[src/rtl/micro_seq.sv]
// Microprogrammed sequencer for the multi-cycle MIPS datapath: a 4-bit uPC
// walks a 12-word control ROM with sequential, dispatch and fetch addressing.
module micro_seq #(
    parameter int CNT_W = 32
) (
    input  logic             clk,
    input  logic             rst_n,
    input  logic [5:0]       Op,
    input  logic             mem_rdy,
    output logic             PCWr,
    output logic             PCWrCond,
    output logic             IorD,
    output logic             MemRd,
    output logic             MemWr,
    output logic             IRWr,
    output logic             MemtoReg,
    output logic             ALUSrcA,
    output logic             RegWr,
    output logic             RegDst,
    output logic [1:0]       PCSrc,
    output logic [1:0]       ALUOp,
    output logic [1:0]       ALUSrcB,
    output logic [3:0]       upc,
    output logic             illegal,
    output logic [CNT_W-1:0] inst_cnt
);

    // state | meaning
    // 0  FETCH   | read instruction, PC += 4
    // 1  DECODE  | register read, branch target, dispatch on Op
    // 2  MEMADDR | effective address for lw/sw
    // 3  MEMRD   | data memory read
    // 4  MEMWB   | load writeback
    // 5  MEMWR   | data memory write
    // 6  REXEC   | R-type ALU operation
    // 7  RWB     | R-type writeback
    // 8  BEQ     | compare and conditional branch
    // 9  JUMP    | jump
    // 10 ADDIEX  | addi ALU operation
    // 11 ADDIWB  | addi writeback
    localparam logic [3:0] S_FETCH   = 4'd0;
    localparam logic [3:0] S_DECODE  = 4'd1;
    localparam logic [3:0] S_MEMADDR = 4'd2;
    localparam logic [3:0] S_MEMRD   = 4'd3;
    localparam logic [3:0] S_MEMWB   = 4'd4;
    localparam logic [3:0] S_MEMWR   = 4'd5;
    localparam logic [3:0] S_REXEC   = 4'd6;
    localparam logic [3:0] S_RWB     = 4'd7;
    localparam logic [3:0] S_BEQ     = 4'd8;
    localparam logic [3:0] S_JUMP    = 4'd9;
    localparam logic [3:0] S_ADDIEX  = 4'd10;
    localparam logic [3:0] S_ADDIWB  = 4'd11;

    localparam logic [1:0] NX_SEQ   = 2'd0;
    localparam logic [1:0] NX_DISP1 = 2'd1;
    localparam logic [1:0] NX_DISP2 = 2'd2;
    localparam logic [1:0] NX_FETCH = 2'd3;

    localparam logic [CNT_W-1:0] CNT_ONE = 1;

    logic [3:0]       r_upc;
    logic [CNT_W-1:0] r_inst_cnt;

    logic       w_pcwr, w_pcwrcond, w_iord, w_memrd, w_memwr, w_irwr;
    logic       w_memtoreg, w_alusrca, w_regwr, w_regdst;
    logic [1:0] w_pcsrc, w_aluop, w_alusrcb, w_nx;
    logic [3:0] w_disp1, w_disp2, w_upc_next;
    logic       w_op_ok, w_stall, w_retire;

    always_comb begin
        w_pcwr     = 1'b0;
        w_pcwrcond = 1'b0;
        w_iord     = 1'b0;
        w_memrd    = 1'b0;
        w_memwr    = 1'b0;
        w_irwr     = 1'b0;
        w_memtoreg = 1'b0;
        w_alusrca  = 1'b0;
        w_regwr    = 1'b0;
        w_regdst   = 1'b0;
        w_pcsrc    = 2'b00;
        w_aluop    = 2'b00;
        w_alusrcb  = 2'b00;
        w_nx       = NX_FETCH;
        case (r_upc)
            S_FETCH: begin
                w_memrd = 1'b1; w_irwr = 1'b1; w_pcwr = 1'b1;
                w_alusrcb = 2'b01; w_nx = NX_SEQ;
            end
            S_DECODE:  begin w_alusrcb = 2'b11; w_nx = NX_DISP1; end
            S_MEMADDR: begin w_alusrca = 1'b1; w_alusrcb = 2'b10; w_nx = NX_DISP2; end
            S_MEMRD:   begin w_memrd = 1'b1; w_iord = 1'b1; w_nx = NX_SEQ; end
            S_MEMWB:   begin w_memtoreg = 1'b1; w_regwr = 1'b1; end
            S_MEMWR:   begin w_memwr = 1'b1; w_iord = 1'b1; end
            S_REXEC:   begin w_alusrca = 1'b1; w_aluop = 2'b10; w_nx = NX_SEQ; end
            S_RWB:     begin w_regdst = 1'b1; w_regwr = 1'b1; end
            S_BEQ: begin
                w_alusrca = 1'b1; w_aluop = 2'b01;
                w_pcwrcond = 1'b1; w_pcsrc = 2'b01;
            end
            S_JUMP:    begin w_pcwr = 1'b1; w_pcsrc = 2'b10; end
            S_ADDIEX:  begin w_alusrca = 1'b1; w_alusrcb = 2'b10; w_nx = NX_SEQ; end
            S_ADDIWB:  begin w_regwr = 1'b1; end
            default:   ;
        endcase
    end

    always_comb begin
        w_disp1 = S_FETCH;
        w_op_ok = 1'b1;
        case (Op)
            6'b000000: w_disp1 = S_REXEC;
            6'b100011: w_disp1 = S_MEMADDR;
            6'b101011: w_disp1 = S_MEMADDR;
            6'b000100: w_disp1 = S_BEQ;
            6'b000010: w_disp1 = S_JUMP;
            6'b001000: w_disp1 = S_ADDIEX;
            default:   w_op_ok = 1'b0;
        endcase
    end

    always_comb begin
        w_disp2 = S_FETCH;
        case (Op)
            6'b100011: w_disp2 = S_MEMRD;
            6'b101011: w_disp2 = S_MEMWR;
            default:   w_disp2 = S_FETCH;
        endcase
    end

    // Only the memory-touching states wait on mem_rdy.
    assign w_stall = ((r_upc == S_FETCH) || (r_upc == S_MEMRD) || (r_upc == S_MEMWR))
                     && !mem_rdy;

    always_comb begin
        w_upc_next = r_upc;
        if (!w_stall) begin
            case (w_nx)
                NX_SEQ:   w_upc_next = r_upc + 4'd1;
                NX_DISP1: w_upc_next = w_disp1;
                NX_DISP2: w_upc_next = w_disp2;
                default:  w_upc_next = S_FETCH;
            endcase
        end
    end

    assign w_retire = !w_stall && (w_nx == NX_FETCH) &&
                      ((r_upc == S_MEMWB) || (r_upc == S_MEMWR) || (r_upc == S_RWB) ||
                       (r_upc == S_BEQ)   || (r_upc == S_JUMP)  || (r_upc == S_ADDIWB));

    always_ff @(posedge clk or negedge rst_n) begin
        if (!rst_n) begin
            r_upc      <= S_FETCH;
            r_inst_cnt <= '0;
        end else begin
            r_upc <= w_upc_next;
            if (w_retire)
                r_inst_cnt <= r_inst_cnt + CNT_ONE;
        end
    end

    // State-changing strobes are gated by rst_n so a reset mid-instruction
    // can never leave a write asserted for the rest of the cycle.
    assign PCWr     = rst_n && w_pcwr && !w_stall;
    assign IRWr     = rst_n && w_irwr && !w_stall;
    assign MemWr    = rst_n && w_memwr && !w_stall;
    assign PCWrCond = rst_n && w_pcwrcond;
    assign RegWr    = rst_n && w_regwr;
    assign IorD     = w_iord;
    assign MemRd    = w_memrd;
    assign MemtoReg = w_memtoreg;
    assign ALUSrcA  = w_alusrca;
    assign RegDst   = w_regdst;
    assign PCSrc    = w_pcsrc;
    assign ALUOp    = w_aluop;
    assign ALUSrcB  = w_alusrcb;
    assign upc      = r_upc;
    assign illegal  = rst_n && (r_upc == S_DECODE) && !w_op_ok;
    assign inst_cnt = r_inst_cnt;

endmodule

[config.mk]
export PLATFORM = sky130hd
export DESIGN_NAME = micro_seq
export DESIGN_NICKNAME = d
export VERILOG_FILES = /design/src/rtl/micro_seq.sv
export SDC_FILE = /design/constraint.sdc
export NUM_CORES = 1
export LEC_CHECK = 0
export CORE_MARGIN = 1
export CORE_UTILIZATION = 52
export CTS_BUF_LIST = sky130_fd_sc_hd__clkbuf_8 sky130_fd_sc_hd__clkbuf_16
export DETAILED_ROUTE_END_ITERATION = 12
export PLACE_DENSITY = 0.82
export SLEW_MARGIN = 10
export SYNTH_ARGS = -nofsm -noshare
export SYNTH_HDL_FRONTEND = slang
export SYNTH_SLANG_ARGS = --single-unit
export TNS_END_PERCENT = 50
[constraint.sdc]
create_clock -name clk -period 5.8 [get_ports clk]
set_input_delay 1.16 -clock clk [delete_from_list [all_inputs] [get_ports clk]]
set_output_delay 1.16 -clock clk [all_outputs]
set_load 0.01 [all_outputs]
==> summary.txt <==
Outcome
  – Status: completed

Route
  – Vias per inst: slightly below 6
  – DRC viols: 0
  – Total number of vias: 2053
  – Drt total wl: between 5000 and 6000 um
  – DR iter-0 viols: around 120
  – Wire per inst: between 15 and 20 um
  – Final ANT Viol Nets: 0
  – Detailed Routing Iterations Pass 1: 4

Pwr
  – Sequential share of power: a little over a third
  – Int Power: roughly 0.49 mW
  – Sw Share: 38.75%
  – Peak VDD IR: 262.7 uV
  – Pwr/cell area: between 200 and 300 nW/um^2
  – NetSw: about 0.31 mW
  – Clock network power share: approximately 22%
  – Total power: between 0.8 and 0.9 mW
  – Lkg Pwr: ~1.3 nW
  – Logic pwr share: a little over two fifths

Timing
  – Endpoints failing hold: 0
  – Clk_skew: around 0.0038 ns
  – Max_slew headroom: roughly 55%
  – RSZ-0062 raised after global routing: no
  – Final hold slack: roughly 0.47 ns
  – Final WS setup: approximately 1.8 ns
  – Final min period: just over 4 ns
  – Setup Viol. Count Final: 0
  – Final setup TNS: 0 ns
  – Fin crit share: 69.37%
  – Max Fclk: ~250 MHz
  – Least-Margin Pin Slew: just under 0.7 ns
  – Final Max Tran Viols: 0

Critical path
  – Cell Chain, Critical Path: clkdlybuf4s50_1 -> nor3b_1 -> nand3_1 -> and3_1 -> clkdlybuf4s50_1
  – Worst setup SP type: input port
  – Slowest CP cell: clkdlybuf4s50_1
  – CP dominant cell by count: clkdlybuf4s50_1
  – FF-to-FF path depth: 6
  – WS Path Type: in2out
  – RR Endpoint: inst_cnt[14]
  – R2r startpoint: upc[1]
  – Crit path DAT: ~2.9 ns
  – CP Max Fanout: 6
  – Critical Path RT: roughly 4.6 ns
  – Reg-to-reg setup timing slack: 3.27 ns
  – Slowest stage delay, CP: 0.56 ns
  – Critical Path End Type: primary output

Floorplanning
  – CORE AREA: between 4000 and 5000 sq um
  – # IOs: 62
  – Horiz. Die Dim: roughly 70 um
  – Row cnt: 23
  – Total die area: 4727 sq um
  – Initial cell density of the core: roughly 56%
  – Die Y: about 69 um

Clock network
  – Clk_lat worst skew: 0.29 ns
  – Clock root cell: clkbuf_8
  – Bufs on Longest Clock Path: 2
  – Hold buffers post-CTS: 0
  – Post-CTS Resized: 0
  – H-Tree Depth: 2
  – Setup Buffers After CTS: 0
  – CTS tree: done
  – Clk sinks: 36
  – Reg clk slew, reported paths: roughly 0.07 ns
  – Total CTS buffers: 5

Place
  – Cell area after placement: between 2000 and 3000 sq um
  – DP HPWL: ~3900 um
  – Setup slack at placement: between 1.5 and 2 ns
  – Placed Instances: approximately 350
  – Port buffer count: just over 60
  – RD Place Congestion: 0.8594

Logic synthesis
  – Netlist cell types: 45
  – Post-synth EDFFs: 0
  – YS warnings: 0
  – Gate count after technology mapping: ~250
  – Synth Area per Inst: between 9 and 10 sq um
  – Yosys top cell by area: dfrtp_1
  – Main flop type after synthesis: dfrtp_1
  – Post-synth ARST share: 100.0%
  – Synthesized cell area: approximately 2300 sq um
  – Flops & latches, synth: 36
  – Mapped Nets: roughly 260
  – Largest cells by area after synthesis: dfrtp_1 (39%), xor2_1 (12%), nor3_1 (3.2%)
  – Top-area cell type share of the netlist area: 38.88%
  – Sequential area share after synthesis: approximately two fifths

Finish
  – Layout cells sized above 1: around 8%
  – Final Cell Area: roughly 3000 sq um
  – Number of fill cells in the layout: 335
  – Storage element area: about 900 sq um
  – Layout area overhead: 29.91%
  – Diode count: 0
  – Nets@finish: roughly 320
  – Multi-input gate area: 1310 sq um
  – Finished Layout Cells: about 360
  – Fin util: between 70% and 80%

Run
  – Max-cap viol count: 0

Global routing
  – All-Layer GR Usage: 25.24%
  – Vias in the first global route: approximately 1900
  – Global-route wire length before repair: between 8000 and 9000 um
  – Largest net degree at the start of global routing: 42
  – Initial antenna violation count: 0
  – Remaining global-route overflow: 0

Min path
  – WHS Path Cells: 1
  – Hold EP: inst_cnt[31]
  – HP Class: reg2reg
  – Hold path start: inst_cnt[31]
cell families (layout without fill, tap and decap cells):
family,count (synthesis),in the layout,share of synthesized area (%)
DFF,36,36,38.88
adders and majority gates,5,5,2.700
xor gates and xnor gates,33,33,12.47
muxes,2,2,0.9719
and+or+nand+nor,124,124,32.78
AOI/OAI and AO/OA,28,28,7.613
buffers and inverters,21,78,4.590
synthesized netlist by cell type (all sizes together), types with 2 or more instances:
master,count
buf,10
nand3,14
nor2b,2
and3,6
nor3b,5
o31ai,2
nor3,17
nand2b,4
nand2,16
mux2,2
inv,7
o21ai,7
nor4b,5
xnor2,2
a31oi,2
or2,3
xor2,31
and4,3
nand4,6
o211ai,2
nor4,16
dfrtp,36
ha,5
clkbuf,4
nor2,15
and2,8
a21oi,8
sequential cells by signal (all words and copies together) (netlist names):
register and flops:
inst_cnt 32, upc 4
power by group through the flow:
| stage | clock (mW) | combinational [mW] | sequential (mW) |
|---|---|---|---|
| 2_1_floorplan | 0 | 0.224 | 0.285 |
| 3_3_place_gp | 0 | 0.338 | 0.287 |
| 3_5_place_dp | 0 | 0.339 | 0.287 |
| 4_1_cts | 0.183 | 0.343 | 0.284 |
| 5_1_grt | 0.192 | 0.376 | 0.287 |
| 6_report | 0.181 | 0.342 | 0.284 |
worst max-delay path, delay by kind of cell:
kind                   cells  cell delay [ns]
and+or+nand+nor            3             0.67
buffers and inverters      2             1.03
metal layers:
layer | up-vias | track usage [%] | routed length, um
met4 | 0 | 7.908 | 52
met5 | - | 0 | 0
met3 | 5 | 4.112 | 200
li1 | 998 | - | -
met1 | 1002 | 34.63 | 2587
met2 | 48 | 40.56 | 2707
cell usage in the layout, fill, tap and decap left out, drive strengths merged, types with 2 or more instances in the layout:
cell	instances
clkdlybuf4s50	60
dfrtp	36
xor2	31
nor3	17
nand2	16
nor4	16
nor2	15
nand3	14
inv	9
and2	8
a21oi	8
o21ai	7
and3	6
clkbuf	6
nand4	6
nor3b	5
ha	5
nor4b	5
nand2b	4
or2	3
and4	3
buf	3
nor2b	2
o211ai	2
xnor2	2
mux2	2
a31oi	2
o31ai	2
cell type report:
| type | count | share of cell area (%) |
|---|---|---|
| Multi-Input combinational cell | 192 | 43.52 |
| Sequential cell | 36 | 29.93 |
| Timing Repair Buffer | 63 | 20.62 |
| Clock buffer | 6 | 2.743 |
| Tap cell | 50 | 2.078 |
| Inverter | 7 | 0.8728 |
| Clock inverter | 2 | 0.2494 |
worst max path at each step:
| stage | cells past startpoint | from | slack [ns] | end |
|---|---|---|---|---|
| after CTS | 5 | Op[1] | 1.81 | illegal |
| after global routing | 7 | upc[1] | 1.67 | PCWr |
| after detailed placement | 5 | Op[1] | 1.81 | illegal |
| after global placement | 5 | Op[1] | 1.89 | illegal |
| final | 5 | Op[1] | 1.78 | illegal |
| after floorplan | 2 | mem_rdy | 2.91 | PCWr |
(Power assumes the default switching activity.)
